$ cat config.mk
export PLATFORM = sky130hd
export DESIGN_NAME = program_counter
export DESIGN_NICKNAME = d
export VERILOG_FILES = /design/src/rtl/cpu_pkg.sv /design/src/rtl/pc_stack.sv /design/src/rtl/program_counter.sv
export SDC_FILE = /design/constraint.sdc
export NUM_CORES = 1
export LEC_CHECK = 0
export ABC_AREA = 1
export CAP_MARGIN = 40
export CORE_AREA = 3 3 40 42
export DETAILED_ROUTE_END_ITERATION = 6
export DIE_AREA = 0 0 43 45
export GPL_TIMING_DRIVEN = 0
export HOLD_SLACK_MARGIN = 0.08
export PLACE_DENSITY = 0.68
export RECOVER_POWER = 25
export SLEW_MARGIN = 30
export SYNTH_ARGS = -nofsm -noshare
export SYNTH_HDL_FRONTEND = slang
export SYNTH_SLANG_ARGS = --single-unit
$ cat constraint.sdc
create_clock -name clk -period 1.6 [get_ports clk]
set_input_delay 0.32 -clock clk [delete_from_list [all_inputs] [get_ports clk]]
set_output_delay 0.32 -clock clk [all_outputs]
set_load 0.03 [all_outputs]
$ cat src/rtl/cpu_pkg.sv
// Shared CPU definitions: address width, program-counter FSM states and the
// prioritised command encoding used by the program counter.
package cpu_pkg;

   localparam int ADDR_W = 4;

   typedef enum logic [1:0] {
      RUN  = 2'd0,
      HALT = 2'd1,
      STEP = 2'd2
   } pc_state_t;

   typedef enum logic [2:0] {
      HOLD = 3'd0,
      INC  = 3'd1,
      LD   = 3'd2,
      CALL = 3'd3,
      RET  = 3'd4
   } pc_cmd_t;

   // Highest-priority command wins: ret > call > ld > inc > hold.
   function automatic pc_cmd_t decode_cmd(input logic inc, input logic ld,
                                          input logic call, input logic ret);
      pc_cmd_t cmd;
      cmd = HOLD;
      if (ret)       cmd = RET;
      else if (call) cmd = CALL;
      else if (ld)   cmd = LD;
      else if (inc)  cmd = INC;
      return cmd;
   endfunction

endpackage

$ cat src/rtl/pc_stack.sv
// Return-address LIFO for the program counter. Overflowing pushes and
// underflowing pops are ignored here; the caller flags them.
module pc_stack
   import cpu_pkg::*;
#(
   parameter int WIDTH = ADDR_W,
   parameter int DEPTH = 4
) (
   input  logic                     clk,
   input  logic                     rst,
   input  logic                     push,
   input  logic                     pop,
   input  logic [WIDTH-1:0]         din,
   output logic [WIDTH-1:0]         top,
   output logic                     full,
   output logic                     empty,
   output logic [$clog2(DEPTH):0]   ptr
);

   localparam int AW = $clog2(DEPTH);
   localparam int PW = AW + 1;

   logic [WIDTH-1:0] mem [DEPTH];
   logic [PW-1:0]    ptr_nxt;

   always_comb begin
      ptr_nxt = ptr;
      if (push && !full)
         ptr_nxt = ptr + PW'(1);
      else if (pop && !empty)
         ptr_nxt = ptr - PW'(1);
   end

   // Flags are registered from the next pointer so they are flop outputs.
   always_ff @(posedge clk or posedge rst) begin
      if (rst) begin
         ptr   <= '0;
         full  <= 1'b0;
         empty <= 1'b1;
      end else begin
         ptr   <= ptr_nxt;
         full  <= (ptr_nxt == PW'(DEPTH));
         empty <= (ptr_nxt == '0);
      end
   end

   always_ff @(posedge clk) begin
      if (push && !full)
         mem[ptr[AW-1:0]] <= din;
   end

   assign top = mem[AW'(ptr - PW'(1))];

endmodule

$ cat src/rtl/program_counter.sv
// Program counter with run/halt/single-step control. Define PC_STACK_EN to
// build in the return-address stack with call/ret and the err flag.
module program_counter
   import cpu_pkg::*;
#(
   parameter int WIDTH       = ADDR_W,
   parameter int STACK_DEPTH = 4
) (
   input  logic             clk,
   input  logic             rst,
   input  logic             inc,
   input  logic             ld,
   input  logic [WIDTH-1:0] ld_val,
   input  logic             call,
   input  logic             ret,
   input  logic             halt,
   input  logic             resume,
   input  logic             step,
   output logic [WIDTH-1:0] pc,
   output logic             running,
   output logic             stk_full,
   output logic             stk_empty,
   output logic             err,
   output logic [1:0]       dbg_state
);

   if (STACK_DEPTH < 2 || (STACK_DEPTH & (STACK_DEPTH - 1)) != 0) begin : g_bad_depth
      $error("STACK_DEPTH must be a power of two >= 2");
   end

   pc_state_t        state, state_nxt;
   pc_cmd_t          cmd;
   logic [WIDTH-1:0] pc_nxt;
   logic [WIDTH-1:0] pc_inc;

   assign pc_inc    = pc + WIDTH'(1);
   assign dbg_state = state;

   always_comb begin
      state_nxt = state;
      case (state)
         RUN:  if (halt) state_nxt = HALT;
         HALT: begin
            if (halt)        state_nxt = HALT;
            else if (resume) state_nxt = RUN;
            else if (step)   state_nxt = STEP;
         end
         STEP: state_nxt = HALT;
         default: state_nxt = HALT;
      endcase
   end

   always_ff @(posedge clk or posedge rst) begin
      if (rst) begin
         state   <= RUN;
         running <= 1'b1;
      end else begin
         state   <= state_nxt;
         running <= (state_nxt != HALT);
      end
   end

`ifdef PC_STACK_EN
   logic [WIDTH-1:0]             stk_top;
   logic                         push, pop, err_set;
   logic [$clog2(STACK_DEPTH):0] unused_ptr;

   assign cmd     = (state == HALT) ? HOLD : decode_cmd(inc, ld, call, ret);
   assign push    = (cmd == CALL);
   assign pop     = (cmd == RET);
   assign err_set = (push && stk_full) || (pop && stk_empty);

   pc_stack #(
      .WIDTH (WIDTH),
      .DEPTH (STACK_DEPTH)
   ) u_stack (
      .clk   (clk),
      .rst   (rst),
      .push  (push),
      .pop   (pop),
      .din   (pc_inc),
      .top   (stk_top),
      .full  (stk_full),
      .empty (stk_empty),
      .ptr   (unused_ptr)
   );

   always_ff @(posedge clk or posedge rst) begin
      if (rst)          err <= 1'b0;
      else if (err_set) err <= 1'b1;
   end

   always_comb begin
      pc_nxt = pc;
      case (cmd)
         INC:  pc_nxt = pc_inc;
         LD:   pc_nxt = ld_val;
         CALL: pc_nxt = ld_val;
         RET:  if (!stk_empty) pc_nxt = stk_top;
         default: pc_nxt = pc;
      endcase
   end
`else
   logic unused_ret;

   assign unused_ret = ret;
   // Without a stack, call degrades to a plain jump and ret is no command.
   assign cmd       = (state == HALT) ? HOLD : decode_cmd(inc, ld | call, 1'b0, 1'b0);
   assign stk_full  = 1'b0;
   assign stk_empty = 1'b1;
   assign err       = 1'b0;

   always_comb begin
      pc_nxt = pc;
      case (cmd)
         INC:     pc_nxt = pc_inc;
         LD:      pc_nxt = ld_val;
         default: pc_nxt = pc;
      endcase
   end
`endif

   always_ff @(posedge clk or posedge rst) begin
      if (rst) pc <= '0;
      else     pc <= pc_nxt;
   end

endmodule
[Yosys cells after proc, flatten, opt, wreduce, memory -nomap -nowiden]
Cells that the tools add are included.
Operators by class
  reductions and logical operators: 2
  add/sub/neg operators: 1
  eq/ne operators: 4
  mux-type cells: 9
  bitwise gates (word level): 1
Operators by type and width (count)
  2-to-1 mux 2 bit: 5
  one-hot mux 4 bit (2 select lines): 1
  adder 4 x 1 -> 4 bit, second input constant: 1
  one-hot mux 2 bit (2 select lines): 1
  equality test 3 x 1 -> 1 bit, second input constant: 1
  equality test 3 x 2 -> 1 bit, second input constant: 1
  2-to-1 mux 3 bit: 1
  equality test 2 x 1 -> 1 bit, second input constant: 1
  zero test 2 bit: 1
  != test 2 x 1 -> 1 bit, second input constant: 1
  nonzero test 2 bit: 1
  2-to-1 mux 1 bit: 1
  OR 1 bit: 1
Storage, ports and cells
  input bits: 13
  register bits after elaboration: 7
  output and inout port bits: 10

[Logic depth before layout (Yosys ltp)]
  word-level depth: 5
  gate-level depth with buffers: 9
  gate-level depth less buffers: 9

[Worst setup path after synthesis]
OpenSTA, ideal clock, no wires.
  path kind: register to register
  start: register state[1], in the netlist dbg_state[1]
  end: register pc[1]
  path buffers: 1
  slack: 95 ps
  arrival time: 1413 ps
  cell stages (with the launch flop): 7
  required time: 1508 ps
  clock period less this slack: 1505 ps
  cell sequence: dfrtp_1 > inv_2 > nand2_4 > nand3_1 > ha_1 > buf_6 > o31ai_2
On the way
  longest elaborated chain between the ends: 4
  elaborated cells on any way between the ends: 6
  those cells by class: 3 x eq/ne; 2 x mux; 1 x reduce/logical
RTL lines
  from (decl): line program_counter.sv:31  | pc_state_t state, state_nxt;
  from (signal assigned): line program_counter.sv:58  | state <= state_nxt;
  equality test 2 x 1 -> 1 bit (*): line program_counter.sv:108  | assign cmd = (state == HALT) ? HOLD : decode_cmd(inc, ld | call, 1'b0, 1'b0);
  2-to-1 mux 3 bit (*): line program_counter.sv:108
  equality test 3 x 2 -> 1 bit or equality test 3 x 1 -> 1 bit (tied branches): line program_counter.sv:115  | case (cmd)
  one-hot mux 4 bit (2 select lines) or nonzero test 2 bit (tied branches)
  to (signal assigned): line program_counter.sv:125  | else pc <= pc_nxt;
  to (decl): line program_counter.sv:19  | output logic [WIDTH-1:0] pc,
Every way passes the cells marked *; elsewhere a longest branch is shown, timed or not.
A chain may end at the register's enable or synchronous reset.

[Final worst setup path]
  start: input port call
  end: register pc[1]
On the way
  longest elaborated chain between the ends: 5
  elaborated cells on any way between the ends: 7
  those cells by class: 2 x eq/ne; 3 x mux; 1 x bitwise; 1 x reduce/logical
RTL lines
  from (decl): line program_counter.sv:14  | input logic call,
  OR 1 bit (*): line program_counter.sv:108
  2-to-1 mux 2 bit (*): line cpu_pkg.sv:28  | else if (ld) cmd = LD;
  2-to-1 mux 3 bit (*): line program_counter.sv:108
  equality test 3 x 2 -> 1 bit or equality test 3 x 1 -> 1 bit (tied branches): line program_counter.sv:115
  one-hot mux 4 bit (2 select lines) or nonzero test 2 bit (tied branches)
Marked as above.

==> run_results.csv <==
group,metric,value,unit
cts,ctsResizeCount,7,
hold_path,min_path_type,"in2async",
cts,clk_pin_slew,50,ps
job,drv_cap,0,
floorplanning,ios,23,
routing,wl_per_cell,8.71,um
routing,drtAntennaViolNets,0,
layout,syn_to_final_growth,51.9,%
sta,grt_setup_unrepaired,"false",
cts,clock_sinks,7,
placed_design,place_hpwl,660,um
routing,drt-pass1-iter-count,3,
worst_setup_path,crit_arrival,1610,ps
sta,final-hold-violation-count,0,
synthesis,synth_edf_count,0,
cts,clk_latency,240,ps
floorplanning,start_util,33.0,%
synthesis,async_reset_ff_share,100,%
cts,cts_htree_levels,1,
cts,ctsLongestPathBuffers,2,
cts,cts_tree,"yes",
routing,met3_length,69,um
floorplanning,fp.dieW,43,um
worst_setup_path,worst_ep_required_time,1750,ps
synthesis,synth_seq_cells,7,
global_route,grt_pass1_wl,1.35,mm
synthesis,synth_warnings,0,
synthesis,synth_area_leaders,"dfrtp_1, nand2_1, nor2_1",
sta,slew_violations,0,
layout,drive_gt1_share,17.3,%
cts,cts_inserted_buffers,3,
global_route,grt_pass1_vias,329,
sta,timing.fmax,684,MHz
global_route,grt_overflow,0,
synthesis,synth_common_cells,"nand2_1, nor2_1, dfrtp_1, buf_4, nand3_1",
floorplanning,die_h,45,um
placed_design,pre_cts_ws,-125,ps
pwr,max-vdd-ir-drop,0.000490,V
worst_setup_path,crit_type,"in2reg",
synthesis,seq_area_frac_synth,41.6,%
global_route,grt_start_max_net_pins,9,
routing,drc_errors,0,
sta,hold_ws,440,ps
sta,final.min_clock_period,1460,ps
sta,fin_crit_sh,91.4,%
worst_setup_path,worst_setup_path_start_kind,"input port",
synthesis,yosysUniqueCellTypes,20,
global_route,grt.total_usage,9.31,%
layout,diodes,0,
routing,vias,389,
routing,routed_via_density,4.32,
layout,final_net_count,91,
sta,fin_skew,2.98,ps
placed_design,place_congestion,0.720,
sta,setup_viol,0,
global_route,antenna_found_initial,0,
pwr,pwr_density_cell,1250,nW/um2
floorplanning,fp-row-count,13,
routing,wl_met2,365,um
pwr,p_leak,0.321,nW
worst_setup_path,end_kind,"register",
synthesis,yosys.area.top_type_share,35.4,%
routing,totalWireLength,784,um
synthesis,postSynthAreaPerCell,8.16,um2
synthesis,syn_inst,52,
cts,root_buffer,"clkbuf_4",
placed_design,portBuffers,18,
synthesis,synth_area,424,um2
synthesis,synth_top_area_cell,"dfrtp_1",
worst_setup_path,crit_path_max_fanout,8,
layout,fillers,132,
routing,m1WireLength,348,um
routing,detail_route.iter0.violations,4,
synthesis,synth_flop_cell,"dfrtp_1",
cts,post_cts_buffers,0,
cts,cts_hold_buf,0,
floorplanning,die-area,1940,um2
routing,highest_layer,"met3",
sta,worst_slack,137,ps
floorplanning,core_area,1280,um2
run_status,run_status,"finished clean",
synthesis,yosysMostFrequentCell,"nand2_1",
[area by class of cell]
type | count | area, um2 | share of cell area [%]
repair buffers | 18 | 171 | 26.6
inverters | 4 | 15.0 | 2.33
plain buffers | 4 | 33.8 | 5.24
clock buffers | 4 | 26.3 | 4.08
multi-input cells | 38 | 203 | 31.5
well taps | 15 | 18.8 | 2.91
flip-flops and latches | 7 | 176 | 27.4
[worst max-delay path, stage by stage]
cell             delay, ps
clkdlybuf4s50_1        400
nor2_1                 130
nand3_1                100
ha_1                   300
buf_6                  140
o31ai_2                230
[logic make-up (layout without fill, tap and decap cells)]
group / after synthesis / after routing / share of synthesized area [%]
AO/OA/AOI/OAI: 5 / 5 / 7.67
XOR/XNOR: 1 / 1 / 2.07
adder cells (fa/ha/maj): 2 / 2 / 5.90
buffers and inverters: 8 / 30 / 11.5
flip-flops: 7 / 7 / 41.6
other: 2 / 3 / 1.77
AND/OR/NAND/NOR: 27 / 27 / 29.5
[layer usage]
metal	track usage, %	up-vias
met5	0	-
met4	1.81	0
met3	5.18	0
met2	16.2	15
met1	10.1	164
li1	-	210
[final timing paths]
check	startpoint	end	slack, ps	depth (start not counted)
max	call	pc[1]	140	6
max in group asynchronous	rst	running	890	2
min	rst	dbg_state[1]	440	2
min in group clk	dbg_state[1]	running	480	1
min reg2reg	dbg_state[1]	running	480	1
max reg2reg	dbg_state[1]	pc[1]	210	6
[sequential cells by signal, summed over array words and instances (netlist names)]
register	cells
dbg_state	2
pc	4
running	1
[power by group]
| part | internal, mW | leakage [nW] | switching, mW | total [mW] |
|---|---|---|---|---|
| combinational | 0.148 | 0.223 | 0.217 | 0.365 |
| sequential | 0.228 | 0.0840 | 0.0602 | 0.289 |
| clock | 0.0947 | 0.0150 | 0.0582 | 0.153 |
| total | 0.471 | 0.321 | 0.335 | 0.806 |
[cells in the final DEF, fill, tap and decap left out, types with 2 or more instances in the layout]
master and count:
dlygate4sd2_1 7, clkbuf_4 3, inv_2 2, nand3_1 3
conb_1 3, inv_1 2, nor2_1 9, buf_4 3
o21ai_1 2, dfrtp_1 6, clkdlybuf4s50_1 10, a21oi_1 2
nand2_1 10, ha_1 2
[through the flow]
| stage | instances | utilization (%) | total power, mW | cell area [um2] | setup TNS [ps] |
|---|---|---|---|---|---|
| after floorplan | 53 | - | 0.541 | 428 | 0 |
| after global placement | 86 | 48.8 | 0.693 | 627 | -368 |
| after detailed placement | 86 | 48.8 | 0.698 | 627 | -353 |
| after CTS | 90 | 50.1 | 0.818 | 644 | 0 |
| after global routing | 90 | 50.1 | 0.875 | 644 | 0 |
| final | 90 | 50.1 | 0.806 | 644 | 0 |
Note: power is estimated with default switching activity, not from simulation.
==> edit (same settings) <==
Register the output `dbg_state` once more, with the module's reset; this adds one clock of latency there. The other outputs are not delayed to match.
--- a/src/rtl/program_counter.sv
+++ b/src/rtl/program_counter.sv
@@ -35,5 +35,11 @@
 
    assign pc_inc    = pc + WIDTH'(1);
-   assign dbg_state = state;
+   always_ff @(posedge clk or posedge rst) begin
+      if (rst) begin
+         dbg_state <= '0;
+      end else begin
+         dbg_state <= state;
+      end
+   end
 
    always_comb begin
Formal check against the unedited RTL: not equivalent (a bounded check fails within 4 cycles, from zero or initial values and one cycle with rst high).
==> edit against the unedited design <==
Power is 9.9% higher. Largest cell class is now flip-flops and latches. Clock skew decreased by 1.8 ps. Setup slack got worse by 93 ps. Final cell count rose by 2.2%. Sequential cell count grew 2. Area after synthesis rose by 12%. Cell area is 8.7% higher. Wire length grew 8.8%.
==> edit: results <==
metrics = {
    "status": {
        "status": "finished clean",
    },
    "yosys": {
        "synth_top_cell_by_area": "dfrtp_1",
        "post-synth-top-count-cell": "nand2_1",
        "synth_top_flop_cell": "dfrtp_1",
        "synth_cell_types": 20,
        "syn_inst": 54,
        "synthTopCellsByArea": "dfrtp_1 42%, nand2_1 7.9%, nor2_1 7.1%",
        "yosys_warnings": 0,
        "ys_seq_area_share_pct": 47.76,
        "synth_async_sr_flop_share_pct": 100.0,
        "synthTopCellsByCount": "10 x nand2_1, 9 x nor2_1, 8 x dfrtp_1, 3 x buf_4, 3 x nand3_1",
    },
    "cells_and_area": {
        "final_cells": 92,
        "final_nets": 93,
        "top_regs": "pc: 4 flops, dbg_state: 2 flops, state: 2 flops",
        "drive_gt1_share_pct": 18.18,
        "num_antenna_cells": 0,
    },
    "cts": {
        "h-tree-depth": 1,
        "cts_root_buffer": "clkbuf_4",
        "cts_buffers": 3,
        "cts_buffer_depth": 2,
        "cts.clk_slew.worst_paths_ps": 60,
        "postCtsSetupRepairBufs": 0,
        "clock_latency_ps": 260,
    },
    "grt": {
        "antenna_found_initial": 0,
        "grt.total_usage_pct": 9.890,
        "grt_max_degree": 10,
        "grt_pass1_vias": 337,
        "grt_pass1_wl_um": 1393,
    },
    "hold_path": {
        "hp-class": "input pin to asynchronous set/reset pin",
    },
    "routing": {
        "firstDrtPassIters": 4,
        "vias": 420,
        "wl_um": 853,
        "initialDrtViolationCount": 3,
    },
    "placement": {
        "dp.cells": 88,
        "gp_congestion": 0.7259,
        "place_ws_ps": -117.5,
        "io_buffer_count": 18,
    },
    "setup_path": {
        "crit_fanout": 1,
        "max_stage_delay_ps": 660,
        "crit_slowest_cell": "clkdlybuf4s50_1",
        "critPathTopFamily": "buffers and inverters",
        "r2r_start": "state[1]$_DFF_PP0_",
        "crit_start": "dbg_state[1]$_DFF_PP0_",
    },
    "power_and_ir_drop": {
        "worst_ir_drop_vdd_mv": 0.5027,
        "p_leak_nw": 0.3511,
        "swShare_pct": 40.91,
    },
    "sta": {
        "finClkSkew_ps": 1.137,
    },
}
[edit: cell count changes after synthesis, sizes merged]
cell	change
dfrtp	+2
[edit: stage by stage]
step	hold slack [ps]	cell area, um2	util [%]
3_5_place_dp	445.6	676.9	52.68
2_1_floorplan	147.2	478.0	-
4_1_cts	321.7	698.2	54.33
5_1_grt	478.8	700.7	54.53
3_3_place_gp	436.8	676.9	52.68
6_report	454.7	700.7	54.53
[edit: final timing paths]
kind | to | slack (ps) | depth (start not counted)
max | dbg_state[1] | 40 | 1
min | pc[1]$_DFFE_PP0P_ | 450 | 2
max reg2reg | pc[1]$_DFFE_PP0P_ | 230 | 6
min reg2reg | dbg_state[1]$_DFF_PP0_ | 460 | 0
max in group asynchronous | running$_DFF_PP1_ | 860 | 2
min in group clk | dbg_state[1]$_DFF_PP0_ | 460 | 0
[edit: power groups by stage]
stage	Combinational, mW	Sequential (mW)	Clock, mW
6_report	0.368	0.348	0.170
5_1_grt	0.406	0.357	0.196
4_1_cts	0.375	0.350	0.179
3_5_place_dp	0.407	0.355	0
3_3_place_gp	0.400	0.352	0
2_1_floorplan	0.157	0.440	0
[edit: layout make-up]
class	instances	area, um2
flip-flops and latches	9	226.5
well taps	15	18.77
fillers	131	584.3
plain buffers	4	33.78
inverters	4	15.01
repair buffers	18	176.4
clock buffers	3	22.52
clock inverters	1	5.005
multi-input cells	38	202.7
[edit: routing by layer]
| metal | up-vias | share of wire [%] | global-route usage [%] |
|---|---|---|---|
| met5 | - | 0 | 0 |
| met4 | 0 | 0 | 3.614 |
| met3 | 0 | 9.3 | 4.781 |
| met2 | 18 | 49 | 16.47 |
| met1 | 188 | 42 | 11.08 |
| li1 | 214 | - | - |
[edit: repair_timing]
item / CTS / global route
gates resized for setup: 5 / 1
cloned: 0 / 0
setup endpoints to repair: 5 / 1
[edit: cells by family after synthesis]
kind of cell,after synthesis,share of synthesized area (%)
fa+ha+maj,2,5.276
flops,9,47.76
simple gates,27,26.39
xor+xnor,1,1.847
compound gates,5,6.860
buf+inv,8,10.29
other cells,2,1.584
